### src/rtl/cla_pkg.sv
// Shared types and helpers for the multi-beat carry-lookahead add/subtract sequencer.
// Optional flag outputs are enabled elsewhere by the CLA_SEQ_FLAGS_EN macro.
package cla_pkg;

  typedef enum logic [1:0] {
    IDLE = 2'd0,
    RUN  = 2'd1,
    DONE = 2'd2
  } state_e;

  localparam int SLICE_DEFAULT = 8;

  // Beat counter width; a single-beat configuration still needs one bit.
  function automatic int clog2_beats(input int beats);
    return (beats > 2) ? $clog2(beats) : 1;
  endfunction

endpackage

### src/rtl/cla_add_sequencer_if.sv
// Request/result handshake bundle for cla_add_sequencer.
// ovf/zero exist only when CLA_SEQ_FLAGS_EN is defined.
interface cla_add_sequencer_if #(
  parameter int WIDTH = 32
) ();

  logic             in_valid;
  logic             in_ready;
  logic [WIDTH-1:0] op_a;
  logic [WIDTH-1:0] op_b;
  logic             sub;
  logic             out_valid;
  logic             out_ready;
  logic [WIDTH-1:0] sum;
  logic             c_out;
`ifdef CLA_SEQ_FLAGS_EN
  logic             ovf;
  logic             zero;

  modport master (
    output in_valid, op_a, op_b, sub, out_ready,
    input  in_ready, out_valid, sum, c_out, ovf, zero
  );

  modport slave (
    input  in_valid, op_a, op_b, sub, out_ready,
    output in_ready, out_valid, sum, c_out, ovf, zero
  );
`else
  modport master (
    output in_valid, op_a, op_b, sub, out_ready,
    input  in_ready, out_valid, sum, c_out
  );

  modport slave (
    input  in_valid, op_a, op_b, sub, out_ready,
    output in_ready, out_valid, sum, c_out
  );
`endif

endinterface

### src/rtl/cla_slice.sv
// SLICE-bit combinational carry-lookahead adder built from 4-bit lookahead groups.
// Group carries chain from one group to the next.
module cla_slice #(
  parameter int SLICE = 8
) (
  input  logic [SLICE-1:0] a,
  input  logic [SLICE-1:0] b,
  input  logic             c_in,
  output logic [SLICE-1:0] s,
  output logic             c_out
);

  localparam int GROUPS = SLICE / 4;

  logic [SLICE-1:0] g_s;
  logic [SLICE-1:0] p_s;
  logic [SLICE-1:0] c_s;
  logic [3:0]       gg_s;
  logic [3:0]       pp_s;
  logic             carry_s;

  assign g_s = a & b;
  assign p_s = a ^ b;

  // Per-group lookahead carries; each group's carry-out feeds the next group.
  always_comb begin
    c_s     = '0;
    gg_s    = 4'b0000;
    pp_s    = 4'b0000;
    carry_s = c_in;
    for (int k = 0; k < GROUPS; k++) begin
      gg_s = g_s[4*k +: 4];
      pp_s = p_s[4*k +: 4];
      c_s[4*k]   = carry_s;
      c_s[4*k+1] = gg_s[0] | (pp_s[0] & carry_s);
      c_s[4*k+2] = gg_s[1] | (pp_s[1] & gg_s[0]) | (pp_s[1] & pp_s[0] & carry_s);
      c_s[4*k+3] = gg_s[2] | (pp_s[2] & gg_s[1]) | (pp_s[2] & pp_s[1] & gg_s[0])
                 | (pp_s[2] & pp_s[1] & pp_s[0] & carry_s);
      carry_s    = gg_s[3] | (pp_s[3] & gg_s[2]) | (pp_s[3] & pp_s[2] & gg_s[1])
                 | (pp_s[3] & pp_s[2] & pp_s[1] & gg_s[0]) | ((&pp_s) & carry_s);
    end
  end

  assign s     = p_s ^ c_s;
  assign c_out = carry_s;

endmodule

### src/rtl/cla_add_sequencer.sv
// Multi-beat add/subtract controller: one CLA slice sequenced over WIDTH/SLICE beats.
// Define CLA_SEQ_FLAGS_EN to add the ovf/zero result flags.
module cla_add_sequencer
  import cla_pkg::*;
#(
  parameter int WIDTH = 32,
  parameter int SLICE = SLICE_DEFAULT
) (
  input logic               clk,
  input logic               rst_n,
  cla_add_sequencer_if.slave bus
);

  localparam int             BEATS     = WIDTH / SLICE;
  localparam int             CW        = clog2_beats(BEATS);
  localparam logic [CW-1:0]  LAST_BEAT = CW'(BEATS - 1);
  localparam logic [1:0]     ST_IDLE   = 2'(IDLE);
  localparam logic [1:0]     ST_RUN    = 2'(RUN);
  localparam logic [1:0]     ST_DONE   = 2'(DONE);

  logic [1:0]       state_r;
  logic [CW-1:0]    beat_r;
  logic [WIDTH-1:0] a_r;
  logic [WIDTH-1:0] b_r;
  logic             carry_r;
  logic [WIDTH-1:0] sum_r;
  logic             c_out_r;
`ifdef CLA_SEQ_FLAGS_EN
  logic             ovf_r;
  logic             zero_r;
`endif

  logic [SLICE-1:0] slice_a_s;
  logic [SLICE-1:0] slice_b_s;
  logic [SLICE-1:0] slice_s_s;
  logic             slice_c_s;
  logic [WIDTH-1:0] sum_next_s;

  // Select the current beat's operand fields and merge the slice result into the sum.
  always_comb begin
    slice_a_s  = a_r[SLICE*int'(beat_r) +: SLICE];
    slice_b_s  = b_r[SLICE*int'(beat_r) +: SLICE];
    sum_next_s = sum_r;
    sum_next_s[SLICE*int'(beat_r) +: SLICE] = slice_s_s;
  end

  cla_slice #(.SLICE(SLICE)) u_slice (
    .a     (slice_a_s),
    .b     (slice_b_s),
    .c_in  (carry_r),
    .s     (slice_s_s),
    .c_out (slice_c_s)
  );

  // Sequencer FSM, operand latches and result registers.
  always_ff @(posedge clk or negedge rst_n) begin
    if (!rst_n) begin
      state_r <= ST_IDLE;
      beat_r  <= '0;
      a_r     <= '0;
      b_r     <= '0;
      carry_r <= 1'b0;
      sum_r   <= '0;
      c_out_r <= 1'b0;
`ifdef CLA_SEQ_FLAGS_EN
      ovf_r   <= 1'b0;
      zero_r  <= 1'b0;
`endif
    end else begin
      case (state_r)
        ST_IDLE: begin
          if (bus.in_valid) begin
            state_r <= ST_RUN;
            beat_r  <= '0;
            a_r     <= bus.op_a;
            // Subtraction is A + ~B + 1, so the inverted B and carry-in are latched here.
            b_r     <= bus.sub ? ~bus.op_b : bus.op_b;
            carry_r <= bus.sub;
            sum_r   <= '0;
            c_out_r <= 1'b0;
`ifdef CLA_SEQ_FLAGS_EN
            ovf_r   <= 1'b0;
            zero_r  <= 1'b0;
`endif
          end else begin
            state_r <= ST_IDLE;
          end
        end
        ST_RUN: begin
          sum_r   <= sum_next_s;
          carry_r <= slice_c_s;
          if (beat_r == LAST_BEAT) begin
            state_r <= ST_DONE;
            beat_r  <= '0;
            c_out_r <= slice_c_s;
`ifdef CLA_SEQ_FLAGS_EN
            ovf_r   <= (a_r[WIDTH-1] == b_r[WIDTH-1]) & (sum_next_s[WIDTH-1] != a_r[WIDTH-1]);
            zero_r  <= (sum_next_s == '0);
`endif
          end else begin
            beat_r  <= beat_r + CW'(1);
          end
        end
        ST_DONE: begin
          if (bus.out_ready) begin
            state_r <= ST_IDLE;
          end else begin
            state_r <= ST_DONE;
          end
        end
        default: begin
          state_r <= ST_IDLE;
        end
      endcase
    end
  end

  assign bus.in_ready  = (state_r == ST_IDLE);
  assign bus.out_valid = (state_r == ST_DONE);
  assign bus.sum       = sum_r;
  assign bus.c_out     = c_out_r;
`ifdef CLA_SEQ_FLAGS_EN
  assign bus.ovf       = ovf_r;
  assign bus.zero      = zero_r;
`endif

endmodule

### src/flat_wrapper.sv
// flat-port wrapper written by rule: the top's interface ports become plain ports
module cla_add_sequencer_flat import cla_pkg::*;
#(
  parameter int WIDTH = 32,
  parameter int SLICE = SLICE_DEFAULT
)
  (clk, rst_n, bus_in_valid, bus_op_a, bus_op_b, bus_sub, bus_out_ready, bus_in_ready, bus_out_valid, bus_sum, bus_c_out);
  cla_add_sequencer_if #(.WIDTH(WIDTH)) bus_i ();
  input logic clk;
  input logic rst_n;
  input wire logic [$bits(bus_i.in_valid)-1:0] bus_in_valid;
  input wire logic [$bits(bus_i.op_a)-1:0] bus_op_a;
  input wire logic [$bits(bus_i.op_b)-1:0] bus_op_b;
  input wire logic [$bits(bus_i.sub)-1:0] bus_sub;
  input wire logic [$bits(bus_i.out_ready)-1:0] bus_out_ready;
  output wire logic [$bits(bus_i.in_ready)-1:0] bus_in_ready;
  output wire logic [$bits(bus_i.out_valid)-1:0] bus_out_valid;
  output wire logic [$bits(bus_i.sum)-1:0] bus_sum;
  output wire logic [$bits(bus_i.c_out)-1:0] bus_c_out;
  assign bus_i.in_valid = bus_in_valid;
  assign bus_i.op_a = bus_op_a;
  assign bus_i.op_b = bus_op_b;
  assign bus_i.sub = bus_sub;
  assign bus_i.out_ready = bus_out_ready;
  assign bus_in_ready = bus_i.in_ready;
  assign bus_out_valid = bus_i.out_valid;
  assign bus_sum = bus_i.sum;
  assign bus_c_out = bus_i.c_out;
  cla_add_sequencer #(.WIDTH(WIDTH), .SLICE(SLICE)) u_core (.clk(clk), .rst_n(rst_n), .bus(bus_i));
endmodule
### config.mk
export PLATFORM = sky130hd
export DESIGN_NAME = cla_add_sequencer_flat
export DESIGN_NICKNAME = d
export VERILOG_FILES = /design/src/rtl/cla_pkg.sv /design/src/rtl/cla_add_sequencer_if.sv /design/src/rtl/cla_slice.sv /design/src/rtl/cla_add_sequencer.sv /design/src/flat_wrapper.sv
export SDC_FILE = /design/constraint.sdc
export NUM_CORES = 1
export LEC_CHECK = 0
export CAP_MARGIN = 30
export CORE_UTILIZATION = 30
export DETAILED_ROUTE_END_ITERATION = 6
export PLACE_DENSITY = 0.5
export SKIP_LAST_GASP = 1
export SLEW_MARGIN = 20
export SYNTH_ARGS = -nofsm -noshare
export SYNTH_HDL_FRONTEND = slang
export SYNTH_SLANG_ARGS = --single-unit
### constraint.sdc
create_clock -name clk -period 4.5 [get_ports clk]
set_clock_uncertainty 0.2 [all_clocks]
set_input_delay 0.675 -clock clk [delete_from_list [all_inputs] [get_ports clk]]
set_output_delay 0.675 -clock clk [all_outputs]
set_load 0.03 [all_outputs]
==> results.py, run 1 <==
metrics = {
    "status": {
        "status": "completed",
    },
    "final_layout": {
        "antenna_cells": 0,
        "stdcell_count": 740,
        "final_cell_area_um2": 6520,
        "nets": 602,
        "layout-drive-gt1-share": 0.149,
        "postLayoutCoreUtil": 0.404,
        "syn2layout_area_growth_pct": 29.9,
        "multi_input_area_um2": 2290,
        "fillers": 1557,
        "ff_latch_area_um2": 2550,
    },
    "logic_synthesis": {
        "synth_fp_nets": 508,
        "yosysMostFrequentCell": "dfrtp_1",
        "yosysWarningCount": 0,
        "synth_top_area_share": 0.509,
        "ys_types": 43,
        "synthCells": 425,
        "postSynthAreaPerCell_um2": 11.8,
        "synthArstFlopShare": 1.00,
        "ys.flop_type": "dfrtp_1",
        "synthTopCellsByArea": "dfrtp_1, mux2_2, mux4_2, xnor2_1, a21oi_1",
        "synth_edf_count": 0,
        "synthesis.area_um2": 5010,
        "ys_seq_area_frac": 0.509,
        "synth_largest_area_cell": "dfrtp_1",
        "synth_common_cells": "dfrtp_1, nor2_1, a21oi_1, xnor2_1, mux2_2",
        "ys_ff_latch": 102,
    },
    "pwr": {
        "pwr_density_cell_nw_per_um2": 870,
        "pwr-share-clk": 0.132,
        "seqPwrFrac": 0.283,
        "pwr-share-comb": 0.585,
        "total_leakage_power_nw": 2.66,
        "p_sw_mw": 2.52,
        "ir_drop_mv": 0.522,
        "p_int_mw": 3.15,
        "p_sw_frac": 0.444,
    },
    "critical_path": {
        "worstPathArrival_ns": 3.42,
        "crit_type": "flop to flop",
        "required_ns": 4.52,
        "cp_max_fo": 20,
        "start_kind": "flop",
        "reg2reg_depth": 7,
        "r2r_end": "u_core.bus.sum[5]",
        "end_kind": "flop",
        "rrSetupSlack_ns": 1.09,
        "regToRegStartpoint": "u_core.beat_r[1]",
    },
    "placed_design": {
        "postPlaceCellArea_um2": 6200,
        "dp_hpwl_mm": 9.04,
        "port_buffers": 103,
        "gp_congestion": 0.882,
        "placedCellCount": 723,
    },
    "detailed_routing": {
        "drc": 0,
        "ant_nets": 0,
        "wl_mm": 12.1,
        "viasPerCell": 4.75,
        "avgRoutedWirePerCell_um": 16.3,
        "vias": 3517,
        "first_iter_violations": 209,
        "drt-pass1-iter-count": 4,
    },
    "timing": {
        "finalSetupViolCount": 0,
        "drv_slew": 0,
        "min_period_ns": 3.41,
        "timing.fmax_ghz": 0.293,
        "relSlewSlack": 0.390,
        "fin_tns_setup_ns": 0,
        "tightest_slew_ns": 0.915,
        "hold_viol": 0,
        "rsz0062_at_grt": "no",
        "timing.final.crit_share": 0.757,
    },
    "grt": {
        "grt_max_degree": 71,
        "antenna_found_initial": 0,
        "grt_pass1_vias": 3607,
        "grt.total_usage": 0.150,
        "grt_overflow": 0,
        "grt_pass1_wl_mm": 19.7,
    },
    "clocking": {
        "hold_buffers": 0,
        "h-tree-depth": 3,
        "root_buffer": "clkbuf_16",
        "cts_tree": "built",
        "insertion_delay_ns": 0.36,
        "clkSinkCount": 102,
        "post-cts-setup-buffers": 0,
        "cts_made_buffers": 9,
        "path_clk_slew_ns": 0.07,
        "ctsResizeCount": 0,
        "cts_buffer_depth": 2,
    },
    "floorplanning": {
        "rows": 46,
        "die_area_um2": 17200,
        "fp.dieH_um": 131,
        "initial_core_util": 0.311,
        "num_io_pins": 104,
        "fp.coreArea_um2": 16100,
        "die_x_um": 131,
    },
    "job": {
        "maxCapViolCount": 0,
    },
    "worst_hold_path": {
        "hold_path_class": "primary input to async pin",
    },
}
cells by family after synthesis:
| group | synth area share |
|---|---|
| flops | 0.509 |
| compound gates | 0.123 |
| simple gates | 0.0846 |
| mux | 0.144 |
| xor+xnor | 0.0681 |
| buf+inv | 0.0337 |
| fa+ha+maj | 0.0379 |
through the flow:
step | hold WS [ns] | setup slack (ns) | total power, mW
finish | 0.00490 | 1.09 | 5.67
global route | 0.0104 | 0.848 | 6.11
CTS | 0.273 | 1.06 | 5.72
detailed placement | 0.277 | 1.11 | 4.95
global placement | 0.269 | 1.19 | 4.88
floorplan | 0.179 | 1.31 | 3.98
power groups by stage:
stage	Clock (mW)	Combinational, mW	Sequential, mW
3_3_place_gp	0	3.25	1.63
4_1_cts	0.776	3.32	1.62
6_report	0.751	3.31	1.60
2_1_floorplan	0	2.32	1.66
5_1_grt	0.820	3.62	1.66
3_5_place_dp	0	3.31	1.63
how the worst max path moves through the flow:
stage / start / end / slack [ns]
5_1_grt: u_core.beat_r[1] / u_core.bus.sum[5] / 0.85
3_5_place_dp: u_core.beat_r[1] / u_core.bus.sum[5] / 1.11
6_report: u_core.beat_r[1] / u_core.bus.sum[5] / 1.09
2_1_floorplan: u_core.beat_r[0] / u_core.bus.sum[13] / 1.31
3_3_place_gp: u_core.beat_r[1] / u_core.bus.sum[5] / 1.19
4_1_cts: u_core.beat_r[1] / u_core.bus.sum[5] / 1.06
sequential cells by signal, indices dropped and copies added (netlist names):
signal,count
u_core.a_r,32
u_core.state_r,2
u_core.carry_r,1
u_core.beat_r,2
u_core.bus.sum,32
u_core.bus.c_out,1
u_core.b_r,32
worst max-delay path, cell delays in order, from the launching register on:
cell and delay [ns]:
dfrtp_1 0.89, mux4_2 0.42, ha_1 0.39, a21oi_1 0.26, nand3_1 0.20, fa_1 0.42, xnor2_1 0.31, o21ai_0 0.17
area by class of cell:
type                    count  area share
flip-flops and latches    102       0.392
multi-input cells         290       0.352
repair buffers            108       0.166
well taps                 216      0.0415
clock buffers              11      0.0388
clock inverters             5     0.00519
inverters                   8     0.00461
placed cells by master, fill, tap and decap left out, drive strengths merged, types with 3 or more instances in the layout:
master | netlist | layout
a211o | 3 | 3
a21o | 6 | 6
a21oi | 39 | 39
a22o | 14 | 14
and2 | 3 | 3
buf | 21 | 7
clkbuf | 4 | 11
clkdlybuf4s50 | 0 | 101
clkinv | 0 | 3
dfrtp | 102 | 102
ha | 12 | 12
inv | 8 | 8
mux2 | 32 | 32
mux4 | 16 | 16
nand2 | 28 | 28
nand3 | 6 | 6
nor2 | 42 | 42
nor4 | 5 | 5
o21ai | 21 | 21
xnor2 | 36 | 36
xor2 | 3 | 3
per-layer routing:
metal,share of wire,vias up,GRT usage
met1,0.47,1693,0.204
met5,0,-,0
met3,0.050,16,0.0413
met4,0.021,0,0.0562
li1,-,1695,-
met2,0.46,113,0.226
Power figures use the tool's default switching activity.
==> run 2, diff against run 1 <==
==> constraint.sdc (replaced) <==
create_clock -name clk -period 3.6 [get_ports clk]
set_clock_uncertainty 0.2 [all_clocks]
set_input_delay 0.54 -clock clk [delete_from_list [all_inputs] [get_ports clk]]
set_output_delay 0.54 -clock clk [all_outputs]
set_load 0.03 [all_outputs]
==> run 2 against run 1 <==
  * The run now ends with hold timing left
  * Critical path depth up 1
  * Non-clock buffer count up 1
  * Utilization up 0.54 points
  * Flip-flop and latch count unchanged
  * Cell count up 0.14%
  * Hold slack worse by 0.012 ns
  * Die area unchanged
  * Sequential share of layout area down 0.52 points
  * Sequential power up 23%
  * Maximum frequency up 6.9%
  * Critical endpoint unchanged
==> results.py, run 2 (synthesized netlist as in run 1, its figures left out) <==
metrics = {
    "final_layout": {
        "final_common_cell": "dfrtp_1",
        "syn2layout_area_growth_pct": 31.7,
        "layout_common_cells": "dfrtp_1, clkdlybuf4s50_1, nor2_1, a21oi_1, xnor2_1",
        "final_cell_area_um2": 6600,
        "postLayoutCoreUtil": 0.410,
        "stdcell_count": 741,
        "antenna_cells": 0,
        "nets": 603,
        "layout-drive-gt1-share": 0.149,
    },
    "clocking": {
        "clkSinkCount": 102,
        "hold_buffers": 0,
        "insertion_delay_ns": 0.35,
        "root_buffer": "clkbuf_16",
        "post-cts-setup-buffers": 0,
        "h-tree-depth": 3,
        "cts_made_buffers": 9,
        "ctsResizeCount": 0,
        "path_clk_slew_ns": 0.07,
        "cts_tree": "built",
        "cts_buffer_depth": 2,
    },
    "pwr": {
        "finalPower_mw": 7.30,
        "total_leakage_power_nw": 2.70,
        "ir_drop_mv": 0.520,
        "pwr_density_cell_nw_per_um2": 1110,
    },
    "timing": {
        "drv_slew": 0,
        "tightest_slew_ns": 0.662,
        "hold_slack_ns": -0.00661,
        "relSlewSlack": 0.554,
        "finalSetupViolCount": 0,
        "timing.fmax_ghz": 0.314,
        "min_period_ns": 3.19,
        "layout_setup_ws_ns": 0.411,
        "fin_tns_setup_ns": 0,
        "rsz0062_at_grt": "no",
        "hold_viol": 2,
        "timing.final.crit_share": 0.886,
    },
    "detailed_routing": {
        "drc": 0,
        "drt-pass1-iter-count": 4,
        "vias": 3495,
        "viasPerCell": 4.72,
        "ant_nets": 0,
        "wl_mm": 12.1,
        "avgRoutedWirePerCell_um": 16.3,
        "first_iter_violations": 219,
    },
    "critical_path": {
        "worstPathArrival_ns": 3.21,
        "end_kind": "flop",
        "crit_type": "flop to flop",
        "start_kind": "flop",
        "required_ns": 3.62,
        "cp_max_fo": 14,
    },
    "status": {
        "violations": "hold timing",
        "status": "finished, violations left",
    },
    "placed_design": {
        "postPlaceCellArea_um2": 6250,
        "dp_worst_setup_slack_ns": 0.444,
        "placedCellCount": 725,
        "port_buffers": 103,
        "dp_hpwl_mm": 9.18,
        "gp_congestion": 0.819,
    },
    "grt": {
        "grt.total_usage": 0.149,
        "grt_max_degree": 65,
        "grt_overflow": 0,
        "grt_pass1_vias": 3660,
        "grt_pass1_wl_mm": 19.7,
        "antenna_found_initial": 0,
    },
    "floorplanning": {
        "fp.coreArea_um2": 16100,
        "die_x_um": 131,
        "initial_core_util": 0.311,
        "die_area_um2": 17200,
        "rows": 46,
        "fp.dieH_um": 131,
        "num_io_pins": 104,
    },
    "worst_hold_path": {
        "hold_path_class": "primary input to async pin",
    },
    "job": {
        "maxCapViolCount": 0,
    },
}
[run 2: changes by cell type in the layout (fill, tap and decap cells not counted), sizes merged]
cell and change:
bufinv +3, clkinv -2, buf +1, clkinvlp -1
[run 2: final cells by class]
type	instances	area [um2]
clock inverter	5	106
clock buffer	11	243
sequential	102	2550
multi-input combinational	290	2290
inverter	8	30.0
tap	216	270
fill	1566	9510
timing repair buffer	109	1110
[run 2: metal layers]
metal	up-vias	share of wire	GRT usage
met5	-	0	0
met4	0	0.013	0.0394
met3	10	0.039	0.0409
met2	79	0.48	0.241
met1	1703	0.47	0.196
li1	1703	-	-
[run 2: critical path: stages (launching register included)]
cell and delay (ns):
dfrtp_1 0.39, buf_12 0.18, mux4_2 0.52, ha_1 0.39, a21oi_1 0.27, nand3_1 0.20, fa_1 0.41, xnor2_1 0.33
o21ai_0 0.15
[run 2: worst paths after layout]
kind,cells past startpoint,from,slack [ns],endpoint
hold / removal,1,rst_n,-0.007,u_core.bus.sum[11]
min in group clk,2,u_core.bus.sum[24],0.29,u_core.bus.sum[24]
setup reg to reg,8,u_core.beat_r[0],0.41,u_core.bus.sum[5]
hold reg to reg,2,u_core.bus.sum[24],0.29,u_core.bus.sum[24]
max in group asynchronous,2,rst_n,2.49,u_core.b_r[28]
setup / recovery,8,u_core.beat_r[0],0.41,u_core.bus.sum[5]
[run 2: power by group]
group / internal [mW] / switching, mW
combinational: 1.80 / 2.40
sequential: 1.66 / 0.316
clock: 0.700 / 0.429
total: 4.16 / 3.14
==> run 3, diff against run 2 <==
==> constraint.sdc (replaced) <==
create_clock -name clk -period 3.6 [get_ports clk]
set_clock_uncertainty 0.2 [all_clocks]
set_input_delay 0.54 -clock clk [delete_from_list [all_inputs] [get_ports clk]]
set_output_delay 0.54 -clock clk [all_outputs]
set_load 0.005 [all_outputs]
==> results of run 3 <==
Same layout as run 2 (identical final DEF). Status: finished, violations left: hold timing.
Among the figures that moved: total power 7.30 mW -> 7.07 mW; worst IR drop on VDD 0.520 mV -> 0.518 mV
